==> config.mk <==
export PLATFORM = sky130hd
export DESIGN_NAME = mem_arbiter
export DESIGN_NICKNAME = d
export VERILOG_FILES = /design/src/rtl/mem_arbiter.sv
export SDC_FILE = /design/constraint.sdc
export NUM_CORES = 1
export LEC_CHECK = 0
export CORE_ASPECT_RATIO = 1.1
export CORE_UTILIZATION = 30
export CTS_CLUSTER_DIAMETER = 60
export DETAILED_ROUTE_END_ITERATION = 7
export PLACE_DENSITY = 0.51
export SYNTH_ARGS = -nofsm -noshare
export SYNTH_HDL_FRONTEND = slang
export SYNTH_SLANG_ARGS = --single-unit
==> constraint.sdc <==
create_clock -name clk -period 4.8 [get_ports clk]
set_clock_uncertainty 0.05 [all_clocks]
set_input_delay 0.96 -clock clk [delete_from_list [all_inputs] [get_ports clk]]
set_output_delay 0.96 -clock clk [all_outputs]
set_load 0.03 [all_outputs]
==> src/rtl/mem_arbiter.sv <==
// mem_arbiter: shares one byte-wide synchronous RAM between instruction fetch and the load/store queue
module mem_arbiter #(
    parameter int ADDR_WIDTH = 32
) (
    input  logic                  clk,
    input  logic                  rst,
    input  logic                  ena,
    input  logic                  in_rollback,
    input  logic                  in_fetch_ena,
    input  logic [ADDR_WIDTH-1:0] in_fetch_addr,
    output logic                  out_fetch_ready,
    output logic [31:0]           out_fetch_data,
    input  logic                  in_ls_ena,
    input  logic                  in_ls_iswrite,
    input  logic [2:0]            in_ls_size,
    input  logic [ADDR_WIDTH-1:0] in_ls_addr,
    input  logic [31:0]           in_ls_write_data,
    output logic                  out_ls_ready,
    output logic [31:0]           out_ls_read_data,
    input  logic [7:0]            in_ram_data,
    output logic [7:0]            out_ram_data,
    output logic [ADDR_WIDTH-1:0] out_ram_addr,
    output logic                  out_ram_wr
);
    typedef enum logic [1:0] {IDLE, LS_READ, LS_WRITE, FETCH} state_t;

    state_t                state, state_nxt;
    logic [2:0]            cnt, cnt_nxt;
    logic                  fetch_pend, fetch_pend_nxt;
    logic [ADDR_WIDTH-1:0] fetch_addr, fetch_addr_nxt;
    logic                  ls_pend, ls_pend_nxt;
    logic                  ls_wr, ls_wr_nxt;
    logic [2:0]            ls_size, ls_size_nxt;
    logic [ADDR_WIDTH-1:0] ls_addr, ls_addr_nxt;
    logic [31:0]           ls_wdata, ls_wdata_nxt;
    logic [31:0]           acc, acc_nxt;
    logic                  fetch_ready_nxt, ls_ready_nxt;
    logic [31:0]           fetch_data_nxt, ls_data_nxt;
    logic [2:0]            len, off;
    logic [ADDR_WIDTH-1:0] base;
    logic [31:0]           merged;

    // RAM-side drive; while stalled on a read the previous byte address is re-presented so the byte awaiting capture survives the stall
    always_comb begin
        len          = (state == FETCH) ? 3'd4 : ls_size;
        off          = (!ena && cnt != 3'd0 && state != LS_WRITE) ? cnt - 3'd1 : cnt;
        base         = (state == FETCH) ? fetch_addr : ls_addr;
        merged       = acc | ({24'd0, in_ram_data} << {cnt - 3'd1, 3'b000});
        out_ram_addr = (state == IDLE) ? '0 : base + ADDR_WIDTH'(off);
        out_ram_wr   = ena && state == LS_WRITE;
        out_ram_data = out_ram_wr ? 8'(ls_wdata >> {cnt, 3'b000}) : 8'd0;
    end

    // Arbitration (ls before fetch), byte sequencing, rollback flush and request capture
    always_comb begin
        state_nxt       = state;
        cnt_nxt         = cnt;
        acc_nxt         = acc;
        fetch_pend_nxt  = fetch_pend;
        fetch_addr_nxt  = fetch_addr;
        ls_pend_nxt     = ls_pend;
        ls_wr_nxt       = ls_wr;
        ls_size_nxt     = ls_size;
        ls_addr_nxt     = ls_addr;
        ls_wdata_nxt    = ls_wdata;
        fetch_ready_nxt = 1'b0;
        ls_ready_nxt    = 1'b0;
        fetch_data_nxt  = '0;
        ls_data_nxt     = '0;
        case (state)
            IDLE: begin
                cnt_nxt = 3'd0;
                acc_nxt = '0;
                if (ls_pend && (ls_wr || !in_rollback))
                    state_nxt = ls_wr ? LS_WRITE : LS_READ;
                else if (fetch_pend && !in_rollback)
                    state_nxt = FETCH;
            end
            LS_WRITE: begin
                cnt_nxt = cnt + 3'd1;
                if (cnt == len - 3'd1) begin
                    state_nxt    = IDLE;
                    ls_pend_nxt  = 1'b0;
                    ls_ready_nxt = 1'b1;
                end
            end
            default: begin
                cnt_nxt = cnt + 3'd1;
                if (cnt != 3'd0)
                    acc_nxt = merged;
                if (cnt == len) begin
                    state_nxt = IDLE;
                    if (state == FETCH) begin
                        fetch_pend_nxt  = 1'b0;
                        fetch_ready_nxt = 1'b1;
                        fetch_data_nxt  = merged;
                    end else begin
                        ls_pend_nxt  = 1'b0;
                        ls_ready_nxt = 1'b1;
                        ls_data_nxt  = merged;
                    end
                end
            end
        endcase
        if (in_rollback) begin
            fetch_pend_nxt  = 1'b0;
            fetch_ready_nxt = 1'b0;
            fetch_data_nxt  = '0;
            if (!ls_wr) begin
                ls_pend_nxt  = 1'b0;
                ls_ready_nxt = 1'b0;
                ls_data_nxt  = '0;
            end
            if (state == FETCH || state == LS_READ)
                state_nxt = IDLE;
        end
        if (in_fetch_ena && (!fetch_pend || in_rollback)) begin
            fetch_pend_nxt = 1'b1;
            fetch_addr_nxt = in_fetch_addr;
        end
        if (in_ls_ena && !ls_pend) begin
            ls_pend_nxt  = 1'b1;
            ls_wr_nxt    = in_ls_iswrite;
            ls_size_nxt  = in_ls_size;
            ls_addr_nxt  = in_ls_addr;
            ls_wdata_nxt = in_ls_write_data;
        end
    end

    // State and output registers; everything freezes while ena is low
    always_ff @(posedge clk or negedge rst) begin
        if (!rst) begin
            state            <= IDLE;
            cnt              <= 3'd0;
            fetch_pend       <= 1'b0;
            fetch_addr       <= '0;
            ls_pend          <= 1'b0;
            ls_wr            <= 1'b0;
            ls_size          <= 3'd0;
            ls_addr          <= '0;
            ls_wdata         <= '0;
            acc              <= '0;
            out_fetch_ready  <= 1'b0;
            out_fetch_data   <= '0;
            out_ls_ready     <= 1'b0;
            out_ls_read_data <= '0;
        end else if (ena) begin
            state            <= state_nxt;
            cnt              <= cnt_nxt;
            fetch_pend       <= fetch_pend_nxt;
            fetch_addr       <= fetch_addr_nxt;
            ls_pend          <= ls_pend_nxt;
            ls_wr            <= ls_wr_nxt;
            ls_size          <= ls_size_nxt;
            ls_addr          <= ls_addr_nxt;
            ls_wdata         <= ls_wdata_nxt;
            acc              <= acc_nxt;
            out_fetch_ready  <= fetch_ready_nxt;
            out_fetch_data   <= fetch_data_nxt;
            out_ls_ready     <= ls_ready_nxt;
            out_ls_read_data <= ls_data_nxt;
        end
    end
endmodule
==> results.sh <==
export IMPL_worst_setup_hold_path_clk_slew_ns=0.06
export IMPL_placeableCoreArea_um2=31480
export IMPL_drtIter0Drc=349
export IMPL_clock_latency_ns=0.52
export IMPL_cp_required_ns=3.79
export IMPL_timing_final_crit_period_ns=4.765
export IMPL_final_hold_violation_count=0
export IMPL_power_per_cell_area_nw_per_um2=636.5
export IMPL_critical_path_buffer_and_inverter_count=3
export IMPL_max_cap_violations=0
export IMPL_max_vdd_ir_drop_mv=0.2400
export IMPL_number_of_global_route_vias_before_repair=7903
export IMPL_critPathMaxStageDelay_ns=0.58
export IMPL_worstRegToRegCells=8
export IMPL_synth_seq_cells=205
export IMPL_grt_first_pass_wirelength_um=46300
export IMPL_critPathSlowestCell="sky130_fd_sc_hd__or4_4"
export IMPL_clock_sinks=205
export IMPL_regToRegEndpoint="out_ls_read_data[3]$_DFFE_PN0P_"
export IMPL_cp_top_family="simple AND/OR/NAND/NOR gates"
export IMPL_grtUsageTotal_pct=17.77
export IMPL_area_growth_syn_to_layout_pct=41.61
export IMPL_cts_tree="yes"
export IMPL_drc=0
export IMPL_setup_reg_to_reg_worst_slack_ns=1.35
export IMPL_route_detailed_wl_per_inst_um=19.11
export IMPL_highest_net_fanout_along_the_worst_path=3
export IMPL_holdCritPathClass="flip-flop to flip-flop"
export IMPL_place_hpwl_um=19800
export IMPL_period_share_pct=99.28
export IMPL_rows=68
export IMPL_power_switching_share_pct=39.25
export IMPL_die_h_um=190.1
export IMPL_number_of_flops_mapped_to_enable_cells_by_yosys=0
export IMPL_first_pass_iters=5
export IMPL_setup_violations=0
export IMPL_holdPathStages=1
export IMPL_cellInternalPower_w=0.005285
export IMPL_power_switching_w=0.003415
export IMPL_synthesized_netlist_net_count=966
export IMPL_fillCellCount=3041
export IMPL_post_dp_cell_area_um2=12500
export IMPL_post_synth_inst_count=844
export IMPL_cts_inserted_buffers=27
export IMPL_achievable_frequency_mhz=209.8
export IMPL_cts_max_level=1
export IMPL_portBuffers=220
export IMPL_element_type_at_the_critical_path_start="flip-flop"
export IMPL_async_flop_share_pct=100.0
export IMPL_dp_worst_setup_slack_ns=-0.5264
export IMPL_dr_total_vias=7477
export IMPL_mean_cell_area_of_the_mapped_netlist_um2=11.44
export IMPL_yosysSeqAreaShare_pct=53.14
export IMPL_final_layout_size_suffix_gt1_share_pct=25.18
export IMPL_synthesis_area_um2=9653
export IMPL_seq_power_share_pct=29.6
export IMPL_hold_slack_ns=0.4344
export IMPL_hold_path_startpoint="out_ls_read_data[11]$_DFFE_PN0P_"
export IMPL_initial_core_util_pct=30.66
export IMPL_timing_critical_path_arrival_ns=3.76
export IMPL_die_area_um2=32900
export IMPL_drt_total_wl_um=28930
export IMPL_critical_path_class="flip-flop to output pin"
export IMPL_clk_root_buf="sky130_fd_sc_hd__clkbuf_16"
export IMPL_commonest_cells_after_routing_fill_and_taps_aside="205 x sky130_fd_sc_hd__dfrtp_1, 187 x sky130_fd_sc_hd__clkdlybuf4s50_1, 100 x sky130_fd_sc_hd__mux2_2, 69 x sky130_fd_sc_hd__a21oi_1, 64 x sky130_fd_sc_hd__o2bb2ai_1"
export IMPL_cts_path_max_buffers=3
export IMPL_design_portCount=221
export IMPL_routed_via_density=4.939
export IMPL_timing_final_ws_setup_ns=0.03456
export IMPL_grt_overflow=0
export IMPL_final_common_cell="sky130_fd_sc_hd__dfrtp_1"
export IMPL_die_extent_in_x_um=173.0
export IMPL_ant_nets=0
export IMPL_place_gp_congestion=0.8180
export IMPL_outcome="complete, no violations"
export IMPL_slew_headroom_pct=26.46
export IMPL_timing_hold_worst_endpoint="out_ls_read_data[11]$_DFFE_PN0P_"
export IMPL_combinational_group_share_of_total_power_pct=47.1
export IMPL_grt_start_max_net_pins=101
export IMPL_yosys_warnings=0
export IMPL_grt_setup_unrepaired="true"
export IMPL_most_common_cell_on_crit_path="sky130_fd_sc_hd__ha_4"
export IMPL_power_share_clock_pct=23.3
export IMPL_final_design_area_no_fill_um2=13670
export IMPL_finalNetCount=1195
export IMPL_dominantRegCellSynth="sky130_fd_sc_hd__dfrtp_1"
export IMPL_antenna_violations_before_repair=2
export IMPL_cp_cell_sequence="inv_2 > ha_4 > nor2b_4 > nor3_4 > mux2i_2 > buf_4 > ha_4 > a21o_1 > a21oi_2 > or3_4 > or4_4 > nor4b_4 > xnor2_1 > o22ai_2 > buf_6"
export IMPL_p_leak_nw=5.776
export IMPL_cts_hold_buffers_added=0
export IMPL_worstSetupEndpointType="output pin"
export IMPL_drv_slew=0
export IMPL_tightest_slew_ns=1.103
export IMPL_worst_flop_to_flop_path_startpoint="state[1]$_DFFE_PN0P_"
export IMPL_synth_distinct_cells=58
registers in the layout, indices dropped and copies added, names as in the netlist:
signal	flops
ls_wdata	32
ls_wr	1
state	2
out_fetch_data	32
fetch_addr	32
out_ls_read_data	32
ls_size	3
out_fetch_ready	1
cnt	3
fetch_pend	1
ls_addr	32
acc	32
ls_pend	1
out_ls_ready	1
per-stage QoR:
step,TNS [ns],total power (W),instances,util [%]
CTS,-0.8290,0.008779,1509,43.08
floorplan,0,0.005064,844,-
global route,-1.159,0.009269,1512,43.41
global placement,-6.324,0.006565,1459,39.71
finish,0,0.008700,1514,43.42
detailed placement,-7.012,0.006590,1459,39.71
area by class of cell:
class	instances	area [um2]	area share (%)
inverters	12	45.04	0.3295
clock buffers	37	753.2	5.510
multi-input cells	565	4482	32.79
diodes	2	5.005	0.03661
well taps	420	525.5	3.844
repair buffers	262	2576	18.85
clock inverters	11	152.6	1.117
flip-flops and latches	205	5130	37.53
cells by family (layout without fill, tap and decap cells):
family | Yosys count | in the layout | share of synthesized area, %
flops | 205 | 205 | 53.14
buf+inv | 74 | 322 | 3.085
other cells | 0 | 2 | 0
fa+ha+maj | 8 | 8 | 1.115
xor+xnor | 38 | 38 | 3.448
mux | 127 | 127 | 15.50
simple gates | 196 | 196 | 9.994
compound gates | 196 | 196 | 13.71
power by group through the flow:
stage,clock network (W),logic [W],registers [W]
global route,0.00217,0.00445,0.00265
CTS,0.00209,0.00411,0.00258
detailed placement,0,0.00399,0.00260
floorplan,0,0.00256,0.00251
global placement,0,0.00398,0.00259
finish,0.00203,0.00409,0.00258
timing repair:
action / in CTS / in global routing
buffers inserted: 3 / 3
endpoints found under the setup margin: 23 / 23
gates resized for setup: 35 / 22
pin swaps: 22 / 23
cloned: 0 / 0
Yosys cell counts (7+ instances only):
master / number / area share [%]
sky130_fd_sc_hd__xor2_1: 22 / 2.0
sky130_fd_sc_hd__clkbuf_1: 39 / 1.5
sky130_fd_sc_hd__a21oi_1: 72 / 3.7
sky130_fd_sc_hd__and3_1: 12 / 0.78
sky130_fd_sc_hd__nor2_1: 67 / 2.6
sky130_fd_sc_hd__xnor2_1: 16 / 1.5
sky130_fd_sc_hd__dfrtp_1: 205 / 53
sky130_fd_sc_hd__mux2i_1: 19 / 2.0
sky130_fd_sc_hd__a31oi_1: 7 / 0.45
sky130_fd_sc_hd__nand4_1: 10 / 0.65
sky130_fd_sc_hd__o22ai_1: 9 / 0.58
sky130_fd_sc_hd__mux2_2: 100 / 12
sky130_fd_sc_hd__o2bb2ai_1: 64 / 5.8
sky130_fd_sc_hd__nand3_1: 14 / 0.73
sky130_fd_sc_hd__nand2_1: 43 / 1.7
sky130_fd_sc_hd__inv_1: 11 / 0.43
sky130_fd_sc_hd__mux4_2: 8 / 1.9
sky130_fd_sc_hd__clkbuf_2: 8 / 0.41
sky130_fd_sc_hd__buf_1: 11 / 0.43
sky130_fd_sc_hd__o21ai_0: 17 / 0.88
sky130_fd_sc_hd__nor3_1: 16 / 0.83
sky130_fd_sc_hd__ha_1: 7 / 0.91
per-layer routing:
| layer | vias to the layer above | global-route usage, % | share of wire, % |
|---|---|---|---|
| met4 | 0 | 4.016 | 1.7 |
| met1 | 3707 | 22.47 | 43 |
| li1 | 3522 | - | - |
| met3 | 43 | 4.796 | 7.1 |
| met2 | 205 | 30.23 | 48 |
| met5 | - | 0 | 0 |
worst max path at each step:
stage | startpoint | end | slack, ns | cells past startpoint
3_5_place_dp | ena | out_ram_addr[20] | -0.53 | 14
2_1_floorplan | state[0]$_DFFE_PN0P_ | out_ram_addr[26] | 0.003 | 19
4_1_cts | cnt[0]$_DFFE_PN0P_ | out_ram_addr[21] | -0.13 | 15
3_3_place_gp | ena | out_ram_addr[20] | -0.50 | 14
5_1_grt | cnt[1]$_DFFE_PN0P_ | out_ram_addr[21] | -0.16 | 15
6_report | cnt[1]$_DFFE_PN0P_ | out_ram_addr[21] | 0.03 | 15
Note: power is estimated with default switching activity, not from simulation.
